File: src/rtl/spi_adc_pkg.sv
// Shared types and constants for the SPI ADC front end.
package spi_adc_pkg;

  localparam int SAMPLE_BITS = 16;
  localparam int BYTE_W      = 8;

  typedef enum logic [2:0] {
    IDLE,
    SAMPLE,
    WRITE_HI,
    WRITE_LO,
    DONE
  } state_t;

endpackage

File: src/rtl/spi_adc_if.sv
// Bundles the SPI pins, conversion control and FIFO read port of the ADC front end.
interface spi_adc_if;
  import spi_adc_pkg::*;

  logic              start_sample;
  logic              din1;
  logic              fifo_pop;
  logic              cs_n;
  logic              sclk;
  logic              ready;
  logic              done;
  logic [BYTE_W-1:0] fifo_dout;
  logic              fifo_empty;
  logic              fifo_full;

  // Front-end side: drives the SPI pins and the FIFO read outputs.
  modport master (
    input  start_sample, din1, fifo_pop,
    output cs_n, sclk, ready, done, fifo_dout, fifo_empty, fifo_full
  );

  // Environment side: ADC plus downstream consumer.
  modport slave (
    output start_sample, din1, fifo_pop,
    input  cs_n, sclk, ready, done, fifo_dout, fifo_empty, fifo_full
  );

endinterface

File: src/rtl/spi_adc_capture.sv
// SPI master that reads one 16-bit ADC sample per start edge and emits it as
// two byte pushes, high byte first.
module spi_adc_capture
  import spi_adc_pkg::*;
#(
  parameter int CLK_DIV = 2
) (
  input  logic              clk,
  input  logic              rst,
  input  logic              start_sample_i,
  input  logic              din1_i,
  output logic              cs_n_o,
  output logic              sclk_o,
  output logic              ready_o,
  output logic              done_o,
  output logic              push_o,
  output logic [BYTE_W-1:0] push_data_o
);

  localparam int DIV_W  = (CLK_DIV > 1) ? $clog2(CLK_DIV) : 1;
  localparam int BCNT_W = $clog2(SAMPLE_BITS);
  localparam logic [DIV_W-1:0]  DIV_LAST = DIV_W'(CLK_DIV - 1);
  localparam logic [BCNT_W-1:0] BIT_LAST = BCNT_W'(SAMPLE_BITS - 1);

  state_t                 state;
  logic [DIV_W-1:0]       div_q;
  logic [BCNT_W-1:0]      bit_cnt_q;
  logic [SAMPLE_BITS-1:0] shreg_q;
  logic                   start_prev_q;
  logic                   cs_n_q;
  logic                   sclk_q;
  logic                   ready_q;
  logic                   done_q;

  logic div_tc;
  logic fall_tick;

  assign div_tc    = (div_q == DIV_LAST);
  // sclk is high and about to toggle: this edge is a falling sclk edge.
  assign fall_tick = (state == SAMPLE) && div_tc && sclk_q;

  // Conversion FSM with sclk divider and registered pin/status outputs.
  always_ff @(posedge clk) begin
    if (rst) begin
      state        <= IDLE;
      div_q        <= '0;
      bit_cnt_q    <= '0;
      start_prev_q <= 1'b0;
      cs_n_q       <= 1'b1;
      sclk_q       <= 1'b0;
      ready_q      <= 1'b1;
      done_q       <= 1'b0;
    end else begin
      start_prev_q <= start_sample_i;
      done_q       <= 1'b0;
      case (state)
        IDLE: begin
          if (start_sample_i && !start_prev_q) begin
            state     <= SAMPLE;
            cs_n_q    <= 1'b0;
            ready_q   <= 1'b0;
            div_q     <= '0;
            bit_cnt_q <= '0;
            sclk_q    <= 1'b0;
          end
        end
        SAMPLE: begin
          if (div_tc) begin
            div_q  <= '0;
            sclk_q <= ~sclk_q;
            if (sclk_q) begin
              bit_cnt_q <= bit_cnt_q + BCNT_W'(1);
              if (bit_cnt_q == BIT_LAST) begin
                state  <= WRITE_HI;
                cs_n_q <= 1'b1;
              end
            end
          end else begin
            div_q <= div_q + DIV_W'(1);
          end
        end
        WRITE_HI: state <= WRITE_LO;
        WRITE_LO: begin
          state  <= DONE;
          done_q <= 1'b1;
        end
        DONE: begin
          state   <= IDLE;
          ready_q <= 1'b1;
        end
        default: state <= IDLE;
      endcase
    end
  end

  // Shift in din1 on every falling sclk edge; a partial sample is simply overwritten next time.
  always_ff @(posedge clk) begin
    if (fall_tick) shreg_q <= {shreg_q[SAMPLE_BITS-2:0], din1_i};
  end

  assign push_o      = (state == WRITE_HI) || (state == WRITE_LO);
  assign push_data_o = (state == WRITE_HI) ? shreg_q[SAMPLE_BITS-1:BYTE_W] : shreg_q[BYTE_W-1:0];

  assign cs_n_o  = cs_n_q;
  assign sclk_o  = sclk_q;
  assign ready_o = ready_q;
  assign done_o  = done_q;

endmodule

File: src/rtl/spi_adc_fifo_wrapper.sv
// SPI ADC front end: capture engine feeding an inline byte FIFO drained by fifo_pop.
module spi_adc_fifo_wrapper
  import spi_adc_pkg::*;
#(
  parameter int CLK_DIV    = 2,
  parameter int FIFO_DEPTH = 16
) (
  input  logic     clk,
  input  logic     rst,
  spi_adc_if.master bus
);

  localparam int PTR_W = $clog2(FIFO_DEPTH);
  localparam logic [PTR_W:0] FULL_CNT = (PTR_W + 1)'(FIFO_DEPTH);

  logic              push;
  logic [BYTE_W-1:0] push_data;

  spi_adc_capture #(.CLK_DIV(CLK_DIV)) u_spi_adc (
    .clk            (clk),
    .rst            (rst),
    .start_sample_i (bus.start_sample),
    .din1_i         (bus.din1),
    .cs_n_o         (bus.cs_n),
    .sclk_o         (bus.sclk),
    .ready_o        (bus.ready),
    .done_o         (bus.done),
    .push_o         (push),
    .push_data_o    (push_data)
  );

  logic [BYTE_W-1:0] mem_q [FIFO_DEPTH];
  logic [PTR_W-1:0]  wr_ptr_q;
  logic [PTR_W-1:0]  rd_ptr_q;
  logic [PTR_W:0]    count_q;
  logic [PTR_W:0]    count_d;
  logic [BYTE_W-1:0] dout_q;
  logic              pop_en;
  logic              push_en;

  // A pop frees a slot in the same cycle, so a push into a full FIFO is accepted alongside it.
  assign pop_en  = bus.fifo_pop && (count_q != '0);
  assign push_en = push && ((count_q != FULL_CNT) || pop_en);

  // Occupancy follows accepted pushes and pops; simultaneous ones cancel.
  always_comb begin
    count_d = count_q;
    case ({push_en, pop_en})
      2'b10:   count_d = count_q + (PTR_W + 1)'(1);
      2'b01:   count_d = count_q - (PTR_W + 1)'(1);
      default: count_d = count_q;
    endcase
  end

  // Pointers, occupancy and the registered read data.
  always_ff @(posedge clk) begin
    if (rst) begin
      wr_ptr_q <= '0;
      rd_ptr_q <= '0;
      count_q  <= '0;
      dout_q   <= '0;
    end else begin
      count_q <= count_d;
      if (push_en) wr_ptr_q <= wr_ptr_q + PTR_W'(1);
      if (pop_en) begin
        rd_ptr_q <= rd_ptr_q + PTR_W'(1);
        dout_q   <= mem_q[rd_ptr_q];
      end
    end
  end

  // Storage array; contents are only meaningful between the pointers.
  always_ff @(posedge clk) begin
    if (push_en) mem_q[wr_ptr_q] <= push_data;
  end

  assign bus.fifo_dout  = dout_q;
  assign bus.fifo_empty = (count_q == '0);
  assign bus.fifo_full  = (count_q == FULL_CNT);

endmodule

File: src/flat_wrapper.sv
// flat-port wrapper written by rule: the top's interface ports become plain ports
module spi_adc_fifo_wrapper_flat import spi_adc_pkg::*;
#(
  parameter int CLK_DIV    = 2,
  parameter int FIFO_DEPTH = 16
)
  (clk, rst, bus_start_sample, bus_din1, bus_fifo_pop, bus_cs_n, bus_sclk, bus_ready, bus_done, bus_fifo_dout, bus_fifo_empty, bus_fifo_full);
  spi_adc_if bus_i ();
  input  logic clk;
  input  logic rst;
  input wire logic [$bits(bus_i.start_sample)-1:0] bus_start_sample;
  input wire logic [$bits(bus_i.din1)-1:0] bus_din1;
  input wire logic [$bits(bus_i.fifo_pop)-1:0] bus_fifo_pop;
  output wire logic [$bits(bus_i.cs_n)-1:0] bus_cs_n;
  output wire logic [$bits(bus_i.sclk)-1:0] bus_sclk;
  output wire logic [$bits(bus_i.ready)-1:0] bus_ready;
  output wire logic [$bits(bus_i.done)-1:0] bus_done;
  output wire logic [$bits(bus_i.fifo_dout)-1:0] bus_fifo_dout;
  output wire logic [$bits(bus_i.fifo_empty)-1:0] bus_fifo_empty;
  output wire logic [$bits(bus_i.fifo_full)-1:0] bus_fifo_full;
  assign bus_i.start_sample = bus_start_sample;
  assign bus_i.din1 = bus_din1;
  assign bus_i.fifo_pop = bus_fifo_pop;
  assign bus_cs_n = bus_i.cs_n;
  assign bus_sclk = bus_i.sclk;
  assign bus_ready = bus_i.ready;
  assign bus_done = bus_i.done;
  assign bus_fifo_dout = bus_i.fifo_dout;
  assign bus_fifo_empty = bus_i.fifo_empty;
  assign bus_fifo_full = bus_i.fifo_full;
  spi_adc_fifo_wrapper #(.CLK_DIV(CLK_DIV), .FIFO_DEPTH(FIFO_DEPTH)) u_core (.clk(clk), .rst(rst), .bus(bus_i));
endmodule
File: config.mk
export PLATFORM = sky130hd
export DESIGN_NAME = spi_adc_fifo_wrapper_flat
export DESIGN_NICKNAME = d
export VERILOG_FILES = /design/src/rtl/spi_adc_pkg.sv /design/src/rtl/spi_adc_if.sv /design/src/rtl/spi_adc_capture.sv /design/src/rtl/spi_adc_fifo_wrapper.sv /design/src/flat_wrapper.sv
export SDC_FILE = /design/constraint.sdc
export NUM_CORES = 1
export LEC_CHECK = 0
export CORE_MARGIN = 2
export CORE_UTILIZATION = 45
export DETAILED_ROUTE_END_ITERATION = 8
export SKIP_CTS_REPAIR_TIMING = 1
export SLEW_MARGIN = 5
export SYNTH_ARGS = -nofsm -noshare
export SYNTH_HDL_FRONTEND = slang
export SYNTH_SLANG_ARGS = --single-unit
File: constraint.sdc
create_clock -name clk -period 2.8 [get_ports clk]
set_input_delay 0.56 -clock clk [delete_from_list [all_inputs] [get_ports clk]]
set_output_delay 0.56 -clock clk [all_outputs]
set_load 0.005 [all_outputs]
* Word-level counts from Yosys, hierarchy flattened *
Memories as Yosys holds them, arrays and structs flattened. A register that Yosys moved wholly into a read port is not among the register bits.
Cells that the tools add are included.

cells by class
  multiplexer cells = 24
  equality and inequality tests = 13
  reduce and logical (&&, ||, !) cells = 20
  bitwise logic cells = 1
  add/sub/neg operators = 6

operators with widths
  kind                   number
  $add A4 B1 Y4 const B  3
  $mux W3                4
  $mux W4                3
  $pmux W3 S4            1
  $pmux W5 S2            1
  $mux W1                9
  $mux W8                1
  $pmux W1 S2            4
  $pmux W4 S2            1
  $reduce_and A4 Y1      2
  $eq A3 B2 Y1 const B   2
  $ne A2 B2 Y1 const B   3
  $reduce_bool A2 Y1     3
  $add A5 B1 Y5 const B  1
  $eq A5 B5 Y1 const B   1
  $logic_and A1 B1 Y1    5
  $logic_not A5 Y1       1
  $ne A5 B5 Y1 const B   1
  $reduce_and A5 Y1      1
  $reduce_bool A5 Y1     1
  $sub A5 B1 Y5 const B  1
  $eq A4 B4 Y1 const B   1
  $reduce_and A2 Y1      2
  $eq A3 B1 Y1 const B   1
  other kinds (10)       11

storage, ports and cells
  memories = 1
  memory bits (writable) = 128
  bits in registers = 42
  bits of input ports = 5

memory list
  name          words  bits a word  rd ports  clocked after memory_dff  write ports  line                        source
  u_core.mem_q  16     8            1         1                         1            spi_adc_fifo_wrapper.sv:32  logic [BYTE_W-1:0] mem_q [FIFO_DEPTH];

* Logic depth before layout (Yosys ltp) *
Gate-level depths: netlist of run 1.

  word-level depth = 6
  gate-level depth with buffers = 10
  depth with buffers taken out = 9

* Hierarchy *
From an unflattened synthesis of run 1, not the netlist that was laid out.

second synthesis, totals
  cells, all modules = 467
  area total of the unflattened synthesis = 7304.5 sq um

by module, submodules not included
  module                seq. area each (sq um)  cells each  instances  area each (sq um)
  spi_adc_fifo_wrapper  4264.1                  371         1          6095.8
  spi_adc_capture       740.7                   96          1          1208.7

* Worst setup path before layout of run 1 *
No wires, ideal clock.

  path type = register to register
  start = register u_core.count_q[0]
  end = register u_core.count_q[4]
  cell stages (with the launch flop) = 10
  data required time = 2.679 ns
  path slack = -0.282 ns
  arrival time = 2.961 ns
  path buffers = 1
  cells stage by stage = dfxtp_1 -> nor4_1 -> a21oi_2 -> buf_2 -> ha_1 -> fa_1 -> a21o_1 -> a21oi_1 -> mux2i_1 -> mux2_2

between the ends
  word-level cells in the longest chain between the ends = 6

RTL lines
  item                                               line                        source
  start, declared                                    spi_adc_fifo_wrapper.sv:35  logic [PTR_W:0] count_q;
  start signal, assigned                             spi_adc_fifo_wrapper.sv:63  count_q <= count_d;
  $reduce_bool A5 Y1 *                               spi_adc_fifo_wrapper.sv:42  assign pop_en = bus.fifo_pop && (count_q != '0);
  $logic_and A1 B1 Y1 *                              spi_adc_fifo_wrapper.sv:42
  net u_core.pop_en                                  spi_adc_fifo_wrapper.sv:38  logic pop_en;
  $logic_or A1 B1 Y1                                 spi_adc_fifo_wrapper.sv:43  assign push_en = push && ((count_q != FULL_CNT) || pop_en);
  $logic_and A1 B1 Y1                                spi_adc_fifo_wrapper.sv:43
  $eq A2 B1 Y1 or $eq A2 B2 Y1 (tied branches)       spi_adc_fifo_wrapper.sv:48  case ({push_en, pop_en})
  $pmux W5 S2 or $reduce_bool A2 Y1 (tied branches)  n/a

Mark *: on every way through the listed nets, which the timed path passes. The rest lies on a longest branch.
A chain may end at the register's enable or synchronous reset.

* Final worst setup path of run 1 *
  start = register u_core.count_q[0]
  end = output bus_fifo_full

between the ends
  word-level cells in the longest chain between the ends = 1

RTL lines
  item           line                        source
  $eq A5 B5 Y1   spi_adc_fifo_wrapper.sv:79  assign bus.fifo_full = (count_q == FULL_CNT);
  end, declared  flat_wrapper.sv:20          output wire logic [$bits(bus_i.fifo_full)-1:0] bus_fifo_full;

Every way passes these cells.

==> impl_metrics.csv, run 1 <==
group,metric,value,unit
yosys,synth_ff_type,"edfxtp_1",
worst_setup_path,cp.arrival,2100,ps
global_route,antenna_found_initial,0,
layout,fin_area,8280,µm²
yosys,ys_ff_latch,178,
yosys,synth_cells,446,
floorplan,initial_core_util,46.4,%
yosys,synth_cell_type_count,46,
floorplan,die_y,129,µm
cts,clock_latency,430,ps
global_route,grt_overflow,0,
cts,root_buffer,"clkbuf_16",
cts,cts_tree,"built",
detailed_routing,viasPerCell,5.42,
yosys,async_flop_share,0,%
layout,layout-drive-gt1-share,19.0,%
cts,clkTransAtPathRegs,70,ps
yosys,synth_area,7070,µm²
layout,fin_nets,509,
detailed_routing,ant_nets,0,
global_route,grt_start_max_net_pins,36,
timing,holdWs,444,ps
timing,finalMaxSlewViolations,0,
worst_setup_path,path_class,"register to output pin",
detailed_routing,vias,3883,
global_route,grt_pass1_wl,22.1,mm
detailed_routing,dr.pass1.iters,5,
global_route,grt_pass1_vias,3983,
place,dp_hpwl,8.78,mm
detailed_routing,remaining_drc_errors,0,
layout,fillers,1246,
cts,clockBufferDepth,2,
pwr,ir_drop,0.607,mV
floorplan,core_area,15300,µm²
global_route,grt.total_usage,18.4,%
cts,clock-sinks,178,
floorplan,ios,19,
yosys,synth_edf_count,144,
yosys,syn_nets,462,
worst_setup_path,worstPathRequired,2240,ps
outcome,outcome,"finished, final reports clean",
timing,relSlewSlack,51.3,%
pwr,total_power,5.25,mW
yosys,postSynthAreaPerCell,15.9,µm²
timing,worst_pin_slew,729,ps
timing,fin_crit_sh,95.1,%
floorplan,row_count,45,
detailed_routing,wl_per_cell,19.8,µm
detailed_routing,dr.first_iter.drc_count,298,
timing,finalSetupViolCount,0,
place,place_area,7680,µm²
min_path,min_path_type,"register to register",
timing,setup_ws,138,ps
layout,antenna_cells,0,
worst_setup_path,end_kind,"output pin",
place,place_ws,-334,ps
worst_setup_path,reg2reg_setup_slack,220,ps
floorplan,die_area,16700,µm²
timing,timing.fmax,376,MHz
cts,htreeDepth,4,
run,maxCapViolCount,0,
layout,syn_to_final_growth,17.1,%
timing,rsz0062_at_grt,"false",
yosys,yosysWarnings,0,
timing,fin_skew,10.8,ps
timing,hold_viol,0,
worst_setup_path,setup.worst_path.start_class,"register",
pwr,p_leak,2.65,nW
place,gp_congestion,0.762,
pwr,powerDensity,634,nW/µm²
worst_setup_path,worst-path-max-fanout,4,
cts,cts_made_buffers,17,
timing,setup_tns,0,ps
yosys,seq_area_frac_synth,70.8,%
floorplan,die_x,129,µm
place,port_buffers,18,
timing,fin_crit,2660,ps
detailed_routing,routed_wl,14.2,mm
cells in the final DEF, fill, tap and decap left out, types with 5 or more instances in the layout:
master / instances
a21oi_1: 11
a22oi_1: 8
a311oi_1: 9
buf_4: 31
clkbuf_16: 17
clkdlybuf4s50_1: 18
dfxtp_1: 32
edfxtp_1: 144
ha_1: 9
inv_1: 9
mux2_2: 9
mux2i_1: 36
mux4_2: 16
nand2_1: 7
nand3_1: 5
nor2_1: 51
nor3_1: 6
o22ai_1: 16
worst max-delay path, stage by stage, from the launching register on:
cell	delay, ps
dfxtp_1	330
buf_4	160
or4_1	570
nor2_1	110
clkdlybuf4s50_1	510
worst paths after layout:
kind                                     start                            to  cells past startpoint
hold / removal    u_core.u_spi_adc.shreg_q[14]  u_core.u_spi_adc.shreg_q[15]                      0
setup reg to reg             u_core.count_q[2]             u_core.count_q[4]                     10
hold reg to reg   u_core.u_spi_adc.shreg_q[14]  u_core.u_spi_adc.shreg_q[15]                      0
setup / recovery             u_core.count_q[0]                 bus_fifo_full                      4
Yosys cell counts (2+ instances only):
cell	count	area [µm²]
edfxtp_1	144	4320
nor2_1	51	191
mux2i_1	36	360
dfxtp_1	34	681
mux4_2	16	360
o22ai_1	16	100
a21oi_1	12	60.1
clkbuf_1	12	45.0
ha_1	10	125
a311oi_1	9	78.8
inv_1	9	33.8
mux2_2	9	101
a22oi_1	8	60.1
buf_2	7	35.0
nand2_1	7	26.3
nor3_1	6	30.0
nand3_1	5	25.0
nand2b_1	4	25.0
nor2b_1	4	25.0
or3_1	4	25.0
xnor2_1	4	35.0
xor2_1	4	35.0
a21o_1	3	22.5
nand3b_1	3	22.5
o21ai_0	3	15.0
a211oi_1	2	15.0
buf_1	2	7.51
nor3b_1	2	15.0
o211ai_1	2	15.0
or2_2	2	12.5
cells by family after synthesis:
group / after synthesis / synth area share, %
xor+xnor: 8 / 0.991
compound gates: 63 / 6.35
simple gates: 94 / 6.35
buf+inv: 31 / 1.88
fa+ha+maj: 11 / 2.05
flops: 178 / 70.8
mux: 61 / 11.6
report_power, final:
group | switching (mW) | internal, mW | total, mW | leakage (nW)
combinational | 0.0270 | 0.0268 | 0.0538 | 0.792
clock | 0.968 | 1.40 | 2.37 | 0.285
sequential | 0.00627 | 2.82 | 2.83 | 1.57
total | 1.00 | 4.25 | 5.25 | 2.65
sequential cells by signal, indices dropped and copies added, names as in the netlist:
| name | cells |
|---|---|
| u_core.mem_q | 128 |
| u_core.u_spi_adc.shreg_q | 16 |
| u_core.bus.fifo_dout | 8 |
| u_core.count_q | 5 |
| u_core.rd_ptr_q | 4 |
| u_core.u_spi_adc.bit_cnt_q | 4 |
| u_core.wr_ptr_q | 4 |
| u_core.u_spi_adc.state | 3 |
| u_core.u_spi_adc.cs_n_o | 1 |
| u_core.u_spi_adc.div_q | 1 |
| u_core.u_spi_adc.done_o | 1 |
| u_core.u_spi_adc.ready_o | 1 |
| u_core.u_spi_adc.sclk_o | 1 |
| u_core.u_spi_adc.start_prev_q | 1 |
per-layer routing:
layer / up-vias / wire [µm] / GRT usage [%]
li1: 1815 / - / -
met1: 1955 / 6490 / 24.8
met2: 92 / 6740 / 28.5
met3: 21 / 604 / 5.08
met4: 0 / 322 / 7.16
met5: - / 0 / 0
final cells by class:
cell class / instances / area (µm²) / share of cell area [%]
well taps: 211 / 264 / 3.19
clock buffers: 18 / 429 / 5.18
flip-flops and latches: 178 / 5010 / 60.4
repair buffers: 50 / 433 / 5.23
multi-input cells: 237 / 1960 / 23.6
inverters: 9 / 33.8 / 0.408
clock inverters: 13 / 160 / 1.93
per-stage QoR:
stage,util [%],cells
after floorplan,-,446
after global routing,54.3,716
after detailed placement,50.3,684
final,54.3,716
after global placement,50.3,684
after CTS,54.2,715
Note: power is estimated with default switching activity, not from simulation.
==> run 2: changes to the inputs <==
Settings changed: CORE_UTILIZATION 45 to 54, PLACE_DENSITY set to 0.74.
==> run 2 against run 1 <==
Net effect: global-route usage is 2.6 points higher; power decreased by 3.6%; critical path type unchanged; sequential power barely moved.
==> impl_metrics.csv, run 2 (synthesis gave the netlist of run 1 again) <==
group,metric,value,unit
timing,fin_crit,2700,ps
layout,syn_to_final_growth,15.6,%
timing,fin_crit_sh,96.3,%
detailed_routing,dr_wl_met3,1.14,mm
floorplan,die_area,14000,µm²
worst_setup_path,cp.arrival,2140,ps
global_route,grt_pass1_vias,4057,
detailed_routing,dr_wl_met2,6.75,mm
cts,cts_tree,"built",
timing,rsz0062_at_grt,"false",
layout,fin_nets,509,
timing,setup_ws,103,ps
pwr,powerDensity,619,nW/µm²
cts,clock-sinks,178,
worst_setup_path,end_kind,"output pin",
outcome,outcome,"finished, final reports clean",
timing,fin_skew,16.7,ps
floorplan,die_x,118,µm
layout,final_cell_mix,"144 x edfxtp_1, 51 x nor2_1, 36 x mux2i_1",
worst_setup_path,critPathTopFamily,"simple AND/OR/NAND/NOR gates",
pwr,total_power,5.06,mW
cts,clock_latency,430,ps
timing,relSlewSlack,56.6,%
worst_setup_path,worstPathRequired,2240,ps
floorplan,die_y,118,µm
detailed_routing,wl_per_cell,20.2,µm
global_route,grt.total_usage,21.0,%
cts,clockBufferDepth,2,
detailed_routing,viasPerCell,5.75,
timing,worst_pin_slew,650,ps
min_path,min_path_type,"register to register",
layout,layout-drive-gt1-share,18.7,%
cts,root_buffer,"clkbuf_16",
detailed_routing,dr.first_iter.drc_count,395,
pwr,p_leak,2.62,nW
global_route,antenna_found_initial,0,
timing,hold_viol,0,
worst_setup_path,max_stage_delay,590,ps
timing,timing.fmax,371,MHz
layout,final_cells,676,
global_route,grt_pass1_wl,21.7,mm
global_route,grt_start_max_net_pins,36,
detailed_routing,wl_met1,5.52,mm
detailed_routing,dr.pass1.iters,6,
worst_setup_path,cpMaxStageDelayCell,"or4_1",
floorplan,ios,19,
detailed_routing,ant_nets,0,
detailed_routing,routed_wl,13.7,mm
floorplan,row_count,41,
place,dp_cells,646,
worst_setup_path,setup.worst_path.start_class,"register",
layout,antenna_cells,0,
timing,finalSetupViolCount,0,
layout,largest_register_ffs,128,
floorplan,initial_core_util,55.6,%
cts,cts_made_buffers,17,
worst_setup_path,worst-path-max-fanout,4,
cts,htreeDepth,4,
place,dp_hpwl,8.57,mm
detailed_routing,top_layer,"met4",
worst_setup_path,path_buf_inv,2,
place,port_buffers,18,
timing,finalMaxSlewViolations,0,
place,place_area,7640,µm²
layout,final_common_cell,"edfxtp_1",
detailed_routing,vias,3886,
floorplan,core_area,12700,µm²
detailed_routing,remaining_drc_errors,0,
place,gp_congestion,0.795,
pwr,ir_drop,0.845,mV
place,place_ws,-254,ps
layout,top_register,"u_core.mem_q",
worst_setup_path,crit_chain,"buf_4 -> or4_1 -> nor2_1 -> clkdlybuf4s50_1",
run,maxCapViolCount,0,
layout,fillers,947,
cts,clkTransAtPathRegs,60,ps
layout,fin_area,8180,µm²
worst_setup_path,path_class,"register to output pin",
global_route,grt_overflow,0,
[run 2: final cells by class]
type	count	area [µm²]	area share [%]
sequential	178	5010	61.2
multi-input combinational	237	1950	23.9
timing repair buffer	50	433	5.29
clock buffer	17	425	5.20
tap	172	215	2.63
clock inverter	13	114	1.39
inverter	9	33.8	0.413
[run 2: per-stage QoR]
| step | util (%) | hold slack, ps | setup TNS, ps |
|---|---|---|---|
| CTS | 64.3 | 448 | 0 |
| global placement | 60.0 | 426 | -237 |
| floorplan | - | 420 | 0 |
| detailed placement | 60.0 | 433 | -297 |
| global route | 64.3 | 459 | 0 |
| finish | 64.3 | 443 | 0 |
[run 2: final timing paths]
| kind | from | endpoint | slack [ps] | depth (start not counted) |
|---|---|---|---|---|
| max | u_core.count_q[0] | bus_fifo_empty | 100 | 4 |
| max reg2reg | u_core.count_q[1] | u_core.count_q[4] | 170 | 8 |
| min reg2reg | u_core.u_spi_adc.shreg_q[12] | u_core.u_spi_adc.shreg_q[13] | 440 | 0 |
| min | u_core.u_spi_adc.shreg_q[12] | u_core.u_spi_adc.shreg_q[13] | 440 | 0 |
[run 2: per-layer routing]
metal	GRT usage, %	up-vias
met3	6.32	22
met2	32.9	125
met4	8.33	0
met1	27.7	1918
li1	-	1821
met5	0	-
[run 2: where the power goes]
part           internal, mW  switching, mW
Combinational        0.0277         0.0268
Clock                  1.21          0.965
Sequential             2.83        0.00672
Total                  4.06          0.999
